## src/rtl/turfio_rxclk_ps_ctrl_if.sv

```systemverilog
// turfio_rxclk_ps_ctrl_if: software request/status and MMCM handshake signals of the RXCLK phase-shift controller
interface turfio_rxclk_ps_ctrl_if #(
    parameter int PHASE_BITS = 10
);
    logic                  mmcm_rst_req_i;
    logic                  ps_req_i;
    logic [PHASE_BITS-1:0] ps_count_i;
    logic                  mmcm_locked_i;
    logic                  ps_done_i;
    logic                  err_clr_i;
    logic                  mmcm_rst_o;
    logic                  ps_en_o;
    logic                  locked_o;
    logic                  busy_o;
    logic [PHASE_BITS-1:0] phase_o;
    logic                  lock_err_o;
    logic                  ps_err_o;
    logic                  lock_lost_o;
    modport master (
        output mmcm_rst_req_i, ps_req_i, ps_count_i, mmcm_locked_i, ps_done_i, err_clr_i,
        input  mmcm_rst_o, ps_en_o, locked_o, busy_o, phase_o, lock_err_o, ps_err_o, lock_lost_o
    );
    modport slave (
        input  mmcm_rst_req_i, ps_req_i, ps_count_i, mmcm_locked_i, ps_done_i, err_clr_i,
        output mmcm_rst_o, ps_en_o, locked_o, busy_o, phase_o, lock_err_o, ps_err_o, lock_lost_o
    );
endinterface

```

## src/rtl/turfio_rxclk_ps_ctrl.sv

```systemverilog
// turfio_rxclk_ps_ctrl: RXCLK MMCM reset/lock sequencing and fine phase-shift stepping in the PSCLK domain
module turfio_rxclk_ps_ctrl #(
    parameter int RST_CYCLES   = 16,
    parameter int LOCK_TIMEOUT = 1048576,
    parameter int PS_TIMEOUT   = 64,
    parameter int PS_WRAP      = 672,
    parameter int PHASE_BITS   = 10
) (
    input logic                   ps_clk_i,
    input logic                   rst_i,
    turfio_rxclk_ps_ctrl_if.slave bus
);
    localparam int MAX_A = (LOCK_TIMEOUT > RST_CYCLES) ? LOCK_TIMEOUT : RST_CYCLES;
    localparam int MAX_CNT = (MAX_A > PS_TIMEOUT) ? MAX_A : PS_TIMEOUT;
    localparam int CW = $clog2(MAX_CNT + 1);
    typedef enum logic [2:0] {RESET_MMCM, WAIT_LOCK, IDLE, PS_ISSUE, PS_WAIT} state_t;
    state_t                state_q, state_d;
    logic [CW-1:0]         cnt_q, cnt_d;
    logic [PHASE_BITS-1:0] rem_q, rem_d, phase_q, phase_d;
    (* ASYNC_REG = "TRUE" *) logic [1:0] sync_q;
    logic                  lock_err_q, lock_err_d, ps_err_q, ps_err_d, lost_q, lost_d;
    logic                  locked, lost, lock_to, ps_to;
    assign locked = sync_q[1];
    assign lost = !locked && (state_q inside {IDLE, PS_ISSUE, PS_WAIT});
    // One shared counter: reset pulse width, lock wait and PSDONE wait never overlap
    always_comb begin
        state_d = state_q;
        cnt_d   = cnt_q;
        rem_d   = rem_q;
        phase_d = phase_q;
        lock_to = 1'b0;
        ps_to   = 1'b0;
        if (bus.mmcm_rst_req_i) begin
            state_d = RESET_MMCM;
            cnt_d   = '0;
        end else if (lost) begin
            state_d = RESET_MMCM;
            cnt_d   = '0;
        end else begin
            case (state_q)
                RESET_MMCM: begin
                    cnt_d   = (cnt_q == CW'(RST_CYCLES - 1)) ? '0 : cnt_q + 1'b1;
                    state_d = (cnt_q == CW'(RST_CYCLES - 1)) ? WAIT_LOCK : RESET_MMCM;
                end
                WAIT_LOCK: begin
                    lock_to = !locked && (cnt_q == CW'(LOCK_TIMEOUT - 1));
                    cnt_d   = (locked || lock_to) ? '0 : cnt_q + 1'b1;
                    state_d = locked ? IDLE : lock_to ? RESET_MMCM : WAIT_LOCK;
                end
                IDLE: begin
                    if (bus.ps_req_i) begin
                        rem_d   = bus.ps_count_i;
                        state_d = (bus.ps_count_i != '0) ? PS_ISSUE : IDLE;
                    end
                end
                PS_ISSUE: begin
                    state_d = PS_WAIT;
                    cnt_d   = '0;
                end
                PS_WAIT: begin
                    cnt_d = cnt_q + 1'b1;
                    if (bus.ps_done_i) begin
                        phase_d = (phase_q == PHASE_BITS'(PS_WRAP - 1)) ? '0 : phase_q + 1'b1;
                        rem_d   = rem_q - 1'b1;
                        state_d = (rem_q == PHASE_BITS'(1)) ? IDLE : PS_ISSUE;
                    end else if (cnt_q == CW'(PS_TIMEOUT - 1)) begin
                        ps_to   = 1'b1;
                        state_d = RESET_MMCM;
                        cnt_d   = '0;
                    end
                end
                default: state_d = RESET_MMCM;
            endcase
        end
        // An MMCM reset discards the accumulated phase offset
        if (state_d == RESET_MMCM) phase_d = '0;
        lock_err_d = lock_to || (lock_err_q && !bus.err_clr_i);
        ps_err_d   = ps_to || (ps_err_q && !bus.err_clr_i);
        lost_d     = (lost && !bus.mmcm_rst_req_i) || (lost_q && !bus.err_clr_i);
    end
    always_ff @(posedge ps_clk_i or posedge rst_i) begin
        if (rst_i) begin
            state_q    <= RESET_MMCM;
            cnt_q      <= '0;
            rem_q      <= '0;
            phase_q    <= '0;
            sync_q     <= '0;
            lock_err_q <= 1'b0;
            ps_err_q   <= 1'b0;
            lost_q     <= 1'b0;
        end else begin
            state_q    <= state_d;
            cnt_q      <= cnt_d;
            rem_q      <= rem_d;
            phase_q    <= phase_d;
            sync_q     <= {sync_q[0], bus.mmcm_locked_i};
            lock_err_q <= lock_err_d;
            ps_err_q   <= ps_err_d;
            lost_q     <= lost_d;
        end
    end
    assign bus.mmcm_rst_o  = (state_q == RESET_MMCM);
    assign bus.ps_en_o     = (state_q == PS_ISSUE);
    assign bus.busy_o      = (state_q != IDLE);
    assign bus.locked_o    = locked;
    assign bus.phase_o     = phase_q;
    assign bus.lock_err_o  = lock_err_q;
    assign bus.ps_err_o    = ps_err_q;
    assign bus.lock_lost_o = lost_q;
endmodule
```

## src/flat_wrapper.sv

```systemverilog
// flat-port wrapper written by rule: the top's interface ports become plain ports
module turfio_rxclk_ps_ctrl_flat 
#(
    parameter int RST_CYCLES   = 16,
    parameter int LOCK_TIMEOUT = 1048576,
    parameter int PS_TIMEOUT   = 64,
    parameter int PS_WRAP      = 672,
    parameter int PHASE_BITS   = 10
)
  (ps_clk_i, rst_i, bus_mmcm_rst_req_i, bus_ps_req_i, bus_ps_count_i, bus_mmcm_locked_i, bus_ps_done_i, bus_err_clr_i, bus_mmcm_rst_o, bus_ps_en_o, bus_locked_o, bus_busy_o, bus_phase_o, bus_lock_err_o, bus_ps_err_o, bus_lock_lost_o);
  turfio_rxclk_ps_ctrl_if #(.PHASE_BITS(PHASE_BITS)) bus_i ();
  input logic ps_clk_i;
  input logic rst_i;
  input wire logic [$bits(bus_i.mmcm_rst_req_i)-1:0] bus_mmcm_rst_req_i;
  input wire logic [$bits(bus_i.ps_req_i)-1:0] bus_ps_req_i;
  input wire logic [$bits(bus_i.ps_count_i)-1:0] bus_ps_count_i;
  input wire logic [$bits(bus_i.mmcm_locked_i)-1:0] bus_mmcm_locked_i;
  input wire logic [$bits(bus_i.ps_done_i)-1:0] bus_ps_done_i;
  input wire logic [$bits(bus_i.err_clr_i)-1:0] bus_err_clr_i;
  output wire logic [$bits(bus_i.mmcm_rst_o)-1:0] bus_mmcm_rst_o;
  output wire logic [$bits(bus_i.ps_en_o)-1:0] bus_ps_en_o;
  output wire logic [$bits(bus_i.locked_o)-1:0] bus_locked_o;
  output wire logic [$bits(bus_i.busy_o)-1:0] bus_busy_o;
  output wire logic [$bits(bus_i.phase_o)-1:0] bus_phase_o;
  output wire logic [$bits(bus_i.lock_err_o)-1:0] bus_lock_err_o;
  output wire logic [$bits(bus_i.ps_err_o)-1:0] bus_ps_err_o;
  output wire logic [$bits(bus_i.lock_lost_o)-1:0] bus_lock_lost_o;
  assign bus_i.mmcm_rst_req_i = bus_mmcm_rst_req_i;
  assign bus_i.ps_req_i = bus_ps_req_i;
  assign bus_i.ps_count_i = bus_ps_count_i;
  assign bus_i.mmcm_locked_i = bus_mmcm_locked_i;
  assign bus_i.ps_done_i = bus_ps_done_i;
  assign bus_i.err_clr_i = bus_err_clr_i;
  assign bus_mmcm_rst_o = bus_i.mmcm_rst_o;
  assign bus_ps_en_o = bus_i.ps_en_o;
  assign bus_locked_o = bus_i.locked_o;
  assign bus_busy_o = bus_i.busy_o;
  assign bus_phase_o = bus_i.phase_o;
  assign bus_lock_err_o = bus_i.lock_err_o;
  assign bus_ps_err_o = bus_i.ps_err_o;
  assign bus_lock_lost_o = bus_i.lock_lost_o;
  turfio_rxclk_ps_ctrl #(.RST_CYCLES(RST_CYCLES), .LOCK_TIMEOUT(LOCK_TIMEOUT), .PS_TIMEOUT(PS_TIMEOUT), .PS_WRAP(PS_WRAP), .PHASE_BITS(PHASE_BITS)) u_core (.ps_clk_i(ps_clk_i), .rst_i(rst_i), .bus(bus_i));
endmodule
```

## config.mk

```make
export PLATFORM = sky130hd
export DESIGN_NAME = turfio_rxclk_ps_ctrl_flat
export DESIGN_NICKNAME = d
export VERILOG_FILES = /design/src/rtl/turfio_rxclk_ps_ctrl_if.sv /design/src/rtl/turfio_rxclk_ps_ctrl.sv /design/src/flat_wrapper.sv
export SDC_FILE = /design/constraint.sdc
export NUM_CORES = 1
export LEC_CHECK = 0
export BUFFER_PORTS_ARGS = -buffer_cell sky130_fd_sc_hd__buf_4
export CORE_ASPECT_RATIO = 0.6
export CORE_MARGIN = 2
export CORE_UTILIZATION = 50
export CTS_CLUSTER_SIZE = 40
export DETAILED_ROUTE_END_ITERATION = 12
export HOLD_SLACK_MARGIN = 0.02
export PLACE_DENSITY = 0.73
export SLEW_MARGIN = 5
export SYNTH_ARGS = -nofsm -noshare
export SYNTH_HDL_FRONTEND = slang
export SYNTH_SLANG_ARGS = --single-unit
```

## constraint.sdc

```tcl
create_clock -name ps_clk_i -period 3.1 [get_ports ps_clk_i]
set_input_delay 0.465 -clock ps_clk_i [delete_from_list [all_inputs] [get_ports ps_clk_i]]
set_output_delay 0.465 -clock ps_clk_i [all_outputs]
set_load 0.05 [all_outputs]
```

# Yosys cells after proc, flatten, opt, wreduce, memory -nomap -nowiden

Cells that the tools add are included.

Output and inout port bits: 17
Bits in latches: 0
Register bits after elaboration: 49
Memory bits (read-only): 0
Input port bits: 17
Memories: 0
RAM bits: 0

Shift-type cells: 0
Reductions and logical operators: 23
Add/subtract/negate cells: 3
Bitwise operators: 2
Muxes and demuxes: 35
Multiply operators: 0
Divide/modulo/power cells: 0
Order comparisons: 0
Eq/ne operators: 14

Operator list:

| operator              | number |
|---|---|
| $mux 21               | 6 |
| $pmux 21 s4           | 1 |
| $mux 10               | 8 |
| $add 21x1->21 const B | 1 |
| $eq 21x20->1 const B  | 1 |
| $eq 21x4->1 const B   | 1 |
| $eq 21x6->1 const B   | 1 |
| $pmux 10 s2           | 1 |
| $mux 3                | 6 |
| $pmux 3 s5            | 1 |
| $mux 1                | 12 |
| $add 10x1->10 const B | 1 |
| $eq 10x1->1 const B   | 1 |
| $eq 10x10->1 const B  | 1 |
| $reduce_bool 10->1    | 1 |
| $sub 10x1->10 const B | 1 |
| $eq 3x2->1 const B    | 2 |
| $logic_and 1x1->1     | 6 |
| $logic_not 3->1       | 2 |
| $ne 2x2->1 const B    | 3 |
| $reduce_bool 2->1     | 3 |
| $reduce_bool 6->1     | 1 |
| $reduce_and 5->1      | 1 |
| $logic_or 1x1->1      | 4 |
| 8 further kinds       | 11 |

# Longest topological paths before layout

Word-level depth: 10
Depth in mapped cells: 8
Mapped depth without buffers: 7

# Worst setup path after synthesis

OpenSTA, ideal clock, no wires.

Path kind: register to register
From: reg u_core.state_q[0]
To: reg u_core.phase_q[9] (netlist: u_core.bus.phase_o[9])
Arrival time: 2,494 ps
Stages on the path, launching flop included: 7
Path slack: 512 ps
Library setup time: 94 ps
Clock period less this slack: 2,588 ps
Cell sequence: dfrtp_1 clkbuf_1 nor3_1 and4b_1 o31ai_2 buf_4 a211oi_1

Elaborated cells on any way between the ends: 20
Those cells by class: 6 x eq/ne; 7 x mux; 7 x reduce/logical

RTL lines:

| item                                                      | RTL line                   | RTL |
|---|---|---|
| start: declaration                                        | turfio_rxclk_ps_ctrl.sv:17 | `state_t state_q, state_d;` |
| start signal: assignment                                  | turfio_rxclk_ps_ctrl.sv:92 | `state_q <= state_d;` |
| $logic_not 3->1 (*)                                       | -                          |  |
| via bus_mmcm_rst_o                                        | flat_wrapper.sv:20         | `output wire logic [$bits(bus_i.mmcm_rst_o)-1:0] bus_mmcm_rst_o;` |
| $pmux 3 s5 (*)                                            | turfio_rxclk_ps_ctrl.sv:40 | `case (state_q)` |
| $mux 3 (*)                                                | turfio_rxclk_ps_ctrl.sv:36 | `end else if (lost) begin` |
| $mux 3 (*)                                                | turfio_rxclk_ps_ctrl.sv:33 | `if (bus.mmcm_rst_req_i) begin` |
| $logic_not 3->1 (*)                                       | turfio_rxclk_ps_ctrl.sv:76 | `if (state_d == RESET_MMCM) phase_d = '0;` |
| $ne 2x2->1 (no source line), or another cell as far along | -                          |  |
| $reduce_and 4->1 (no source line)                         | -                          |  |
| end signal: assignment                                    | turfio_rxclk_ps_ctrl.sv:95 | `phase_q <= phase_d;` |
| end: declaration                                          | turfio_rxclk_ps_ctrl.sv:19 | `logic [PHASE_BITS-1:0] rem_q, rem_d, phase_q, phase_d;` |

The timed path passes the listed nets; every way through them passes the cells marked *.
A chain may end at the register's enable or synchronous reset.

# Final worst setup path

From: reg u_core.cnt_q[0]
To: reg u_core.cnt_q[10]

Cells in the longest elaborated chain, start to end: 7
Elaborated cells on any way between the ends: 13
Those cells by class: 1 x add/sub; 3 x eq/ne; 7 x mux; 2 x reduce/logical

Ends and longest elaborated chain:

| item                                                                  | RTL line                   | RTL |
|---|---|---|
| start: declaration                                                    | turfio_rxclk_ps_ctrl.sv:18 | `logic [CW-1:0] cnt_q, cnt_d;` |
| start signal: assignment                                              | turfio_rxclk_ps_ctrl.sv:93 | `cnt_q <= cnt_d;` |
| parallel branches: the longest is 4 deep, another holds $add 21x1->21 | -                          |  |
| $pmux 21 s4 (*)                                                       | turfio_rxclk_ps_ctrl.sv:40 |  |
| $mux 21 (*)                                                           | turfio_rxclk_ps_ctrl.sv:36 |  |
| $mux 21 (*)                                                           | turfio_rxclk_ps_ctrl.sv:33 |  |

Mark *: on every way between the ends.

==> metrics.md <==
| Metric | Value |
|---|---|
| Synth Area in XOR/XNOR | 2.56% |
| Critical Path Source | u_core.cnt_q[0] |
| Status | finished clean |
| Crit path capture | u_core.cnt_q[10] |
| Cell variety after synth | 65 |
| Flop and latch count out of synthesis | 49 |
| Core area | 6030 um2 |
| Max Cap Viol | 0 |
| Root Driver | clkbuf_8 |
| Total track usage | 23.5% |
| Site Rows | 22 |
| CP endpoint kind | flop |
| Reg clk slew, reported paths | approximately 0.090 ns |
| Layout fillers | 530 |
| Overall routed net length | 7350 um |
| Largest net degree at the start of global routing | 50 |
| Fin. max-slew vios | 0 |
| Cells after synthesis | 346 |
| Clock sinks | 49 |
| Post-Synth Adder-Cell Area | 1.62% |
| Diode count | 0 |
| Drc violations | 0 |
| Arrival time at the worst endpoint | 2.94 ns |
| Worst-path fanout max | 19 |
| Tightest Pin Transition | 1.03 ns |
| Synth top area share | just under 40% |
| Post-synth top flop | dfrtp_1 |
| Placed wire-length estimate | 5230 um |
| VDD IR max | 0.000205 V |
| Iter 0 DRT Violations | approximately 280 |
| Post-CTS sizing | 0 |
| Wirelength per Cell | 16.1 um |
| Number of I/O port buffers | 33 |
| Clock buffer depth | 2 |
| Vias in the first global route | 2517 |
| WS Path Type | reg2reg |
| Type of element launching the critical path | flop |
| Gr ovfl total | 0 |
| Ports | 34 |
| CTS tree | done |
| Starting Density | between 50% and 60% |
| Final ANT Viol Nets | 0 |
| Min cycle time layout | 2.79 ns |
| Top-count cell post-synth | dfrtp_1 |
| Syn nets | 367 |
| Placed insts | approximately 450 |
| Fin nets | approximately 400 |
| First-pass GRT wire length | 12800 um |
| RSZ-0062 raised after global routing | no |
| Setup Fix Bufs, Post-CTS | 0 |
| Routability Congestion | around 0.9 |
| Final setup viols | 0 |
| Ys Warns | 0 |
| Total chip power | 1.09 mW |
| Fmax | 359 MHz |
| Syn avg cell area | 8.91 um2 |
| Rel. slew slack | 31.3% |
| Register area share after synthesis | between 30% and 40% |
| Reg2reg start | u_core.cnt_q[0] |
| Clock skew | 0.00796 ns |
| Worst hold path type | in2reg |
| Area leader, netlist | dfrtp_1 |
| DR pass1 iterations | 4 |
| Top post-synthesis cells by count | dfrtp_1 (49), nor2_1 (32), nand2_1 (26) |
| R2R depth | 6 |
| Finished Layout Cells | 457 |
| Setup TNS Final | 0 ns |
| Req. time, crit path | between 3 and 4 ns |
| Initial antenna violation count | 0 |
| Final hold viol count | 0 |
| Vias per inst | 6.03 |
| Die width | approximately 110 um |
| Clk Latency, worst-skew pair | 0.31 ns |
| Post-synth EDFFs | 0 |
| Top cells by area, synth | dfrtp_1 (40%), nor2_1 (3.9%), a21oi_1 (3.2%) |
| Multiplexer share of the synthesized area | 2.35% |
| Simple-gate share of the synthesized area | 26.7% |
| Final period util | ~90% |
| Hold_buf cts | 0 |
| Layout area overhead | 12.8% |
| Layout cells sized above 1 | 16.9% |
| RR Endpoint | u_core.cnt_q[10] |
| Reg2reg setup slack | 0.31 ns |
| Cell Area, Synth | 3080 um2 |
| Largest family of logic cells by synthesized area | simple AND/OR/NAND/NOR gates |
| Synth Area in Compound Gates | 22.1% |
| Leak | 1.44 nW |
| Total CTS buffers | 5 |
| DR vias | 2755 |
| Power density cells | 313 nW/um2 |
| Die Y | 64.8 um |
| H-tree levels | 2 |
| Full die area | 6830 um2 |
| Async SR Flop Fraction | 100% |
-- placed cells by master (no fill, tap or decap), drive strengths merged, types with 3 or more instances in the layout --
cell	instances
nand4	9
nor4b	7
inv	15
clkbuf	5
o2111ai	4
xnor2	3
nor4	14
ha	4
o22a	6
nand3	11
nor3	11
a32o	3
or2	5
nor2	32
o31ai	3
or3	6
a21oi	20
a31oi	4
xor2	6
o211ai	13
nand3b	3
and2	3
mux2i	5
nand2b	6
buf	39
nor3b	4
o21ai	17
nand2	26
o221ai	5
dfrtp	49
a211oi	3
-- critical path, cell delays in order, from the launching register on --
cell	delay [ns]
dfrtp_1	0.41
ha_1	0.24
nand4_2	0.15
or4_1	0.69
o31a_4	0.41
o21ai_4	0.51
o221ai_1	0.22
-- cell families after synthesis --
group,count (synthesis)
mux,7
xor+xnor,9
fa+ha+maj,4
buf+inv,35
flops,49
compound gates,93
simple gates,149
-- how the worst min path moves through the flow --
| stage | from | endpoint | slack (ns) | cells after the start |
|---|---|---|---|---|
| global placement | u_core.sync_q[0] | u_core.sync_q[1] | 0.34 | 0 |
| detailed placement | u_core.sync_q[0] | u_core.sync_q[1] | 0.34 | 0 |
| CTS | bus_mmcm_locked_i | u_core.sync_q[0] | 0.25 | 1 |
| finish | bus_mmcm_locked_i | u_core.sync_q[0] | 0.27 | 1 |
| floorplan | u_core.sync_q[0] | u_core.sync_q[1] | 0.33 | 0 |
| global route | bus_mmcm_locked_i | u_core.sync_q[0] | 0.25 | 1 |
-- final cells by class --
cell class	count	area (um2)	share of cell area [%]
Multi-Input combinational cell	262	1710	49.2
Sequential cell	49	1230	35.3
Tap cell	84	105	3.02
Clock buffer	5	68.8	1.98
Timing Repair Buffer	39	293	8.42
Inverter	15	56.3	1.62
Clock inverter	3	17.5	0.504
-- per-stage QoR --
step,hold WS (ns),utilization (%),setup slack (ns),cell area [um2]
after global placement,0.336,56.3,0.419,3390
after detailed placement,0.336,56.3,0.344,3390
final,0.266,57.7,0.314,3480
after floorplan,0.331,-,0.512,3080
after global routing,0.250,57.7,0.127,3480
after CTS,0.255,57.7,0.329,3480
-- layer usage --
metal / global-route usage, % / vias to the layer above / share of wire [%]
met4: 4.50 / 0 / 0.75
li1: - / 1357 / -
met5: 0 / - / 0
met1: 37.4 / 1286 / 53
met2: 32.1 / 105 / 39
met3: 5.33 / 7 / 7.4
-- power by group --
part | switching, mW | internal (mW) | total [mW]
Clock | 0.220 | 0.156 | 0.376
Combinational | 0.0405 | 0.0241 | 0.0647
Sequential | 0.00594 | 0.643 | 0.649
-- sequential cells by signal, summed over array words and instances (netlist names) --
signal                  flops
u_core.bus.lock_err_o       1
u_core.bus.lock_lost_o      1
u_core.bus.phase_o         10
u_core.bus.ps_err_o         1
u_core.cnt_q               21
u_core.rem_q               10
u_core.state_q              3
u_core.sync_q               2
(Power assumes the default switching activity.)
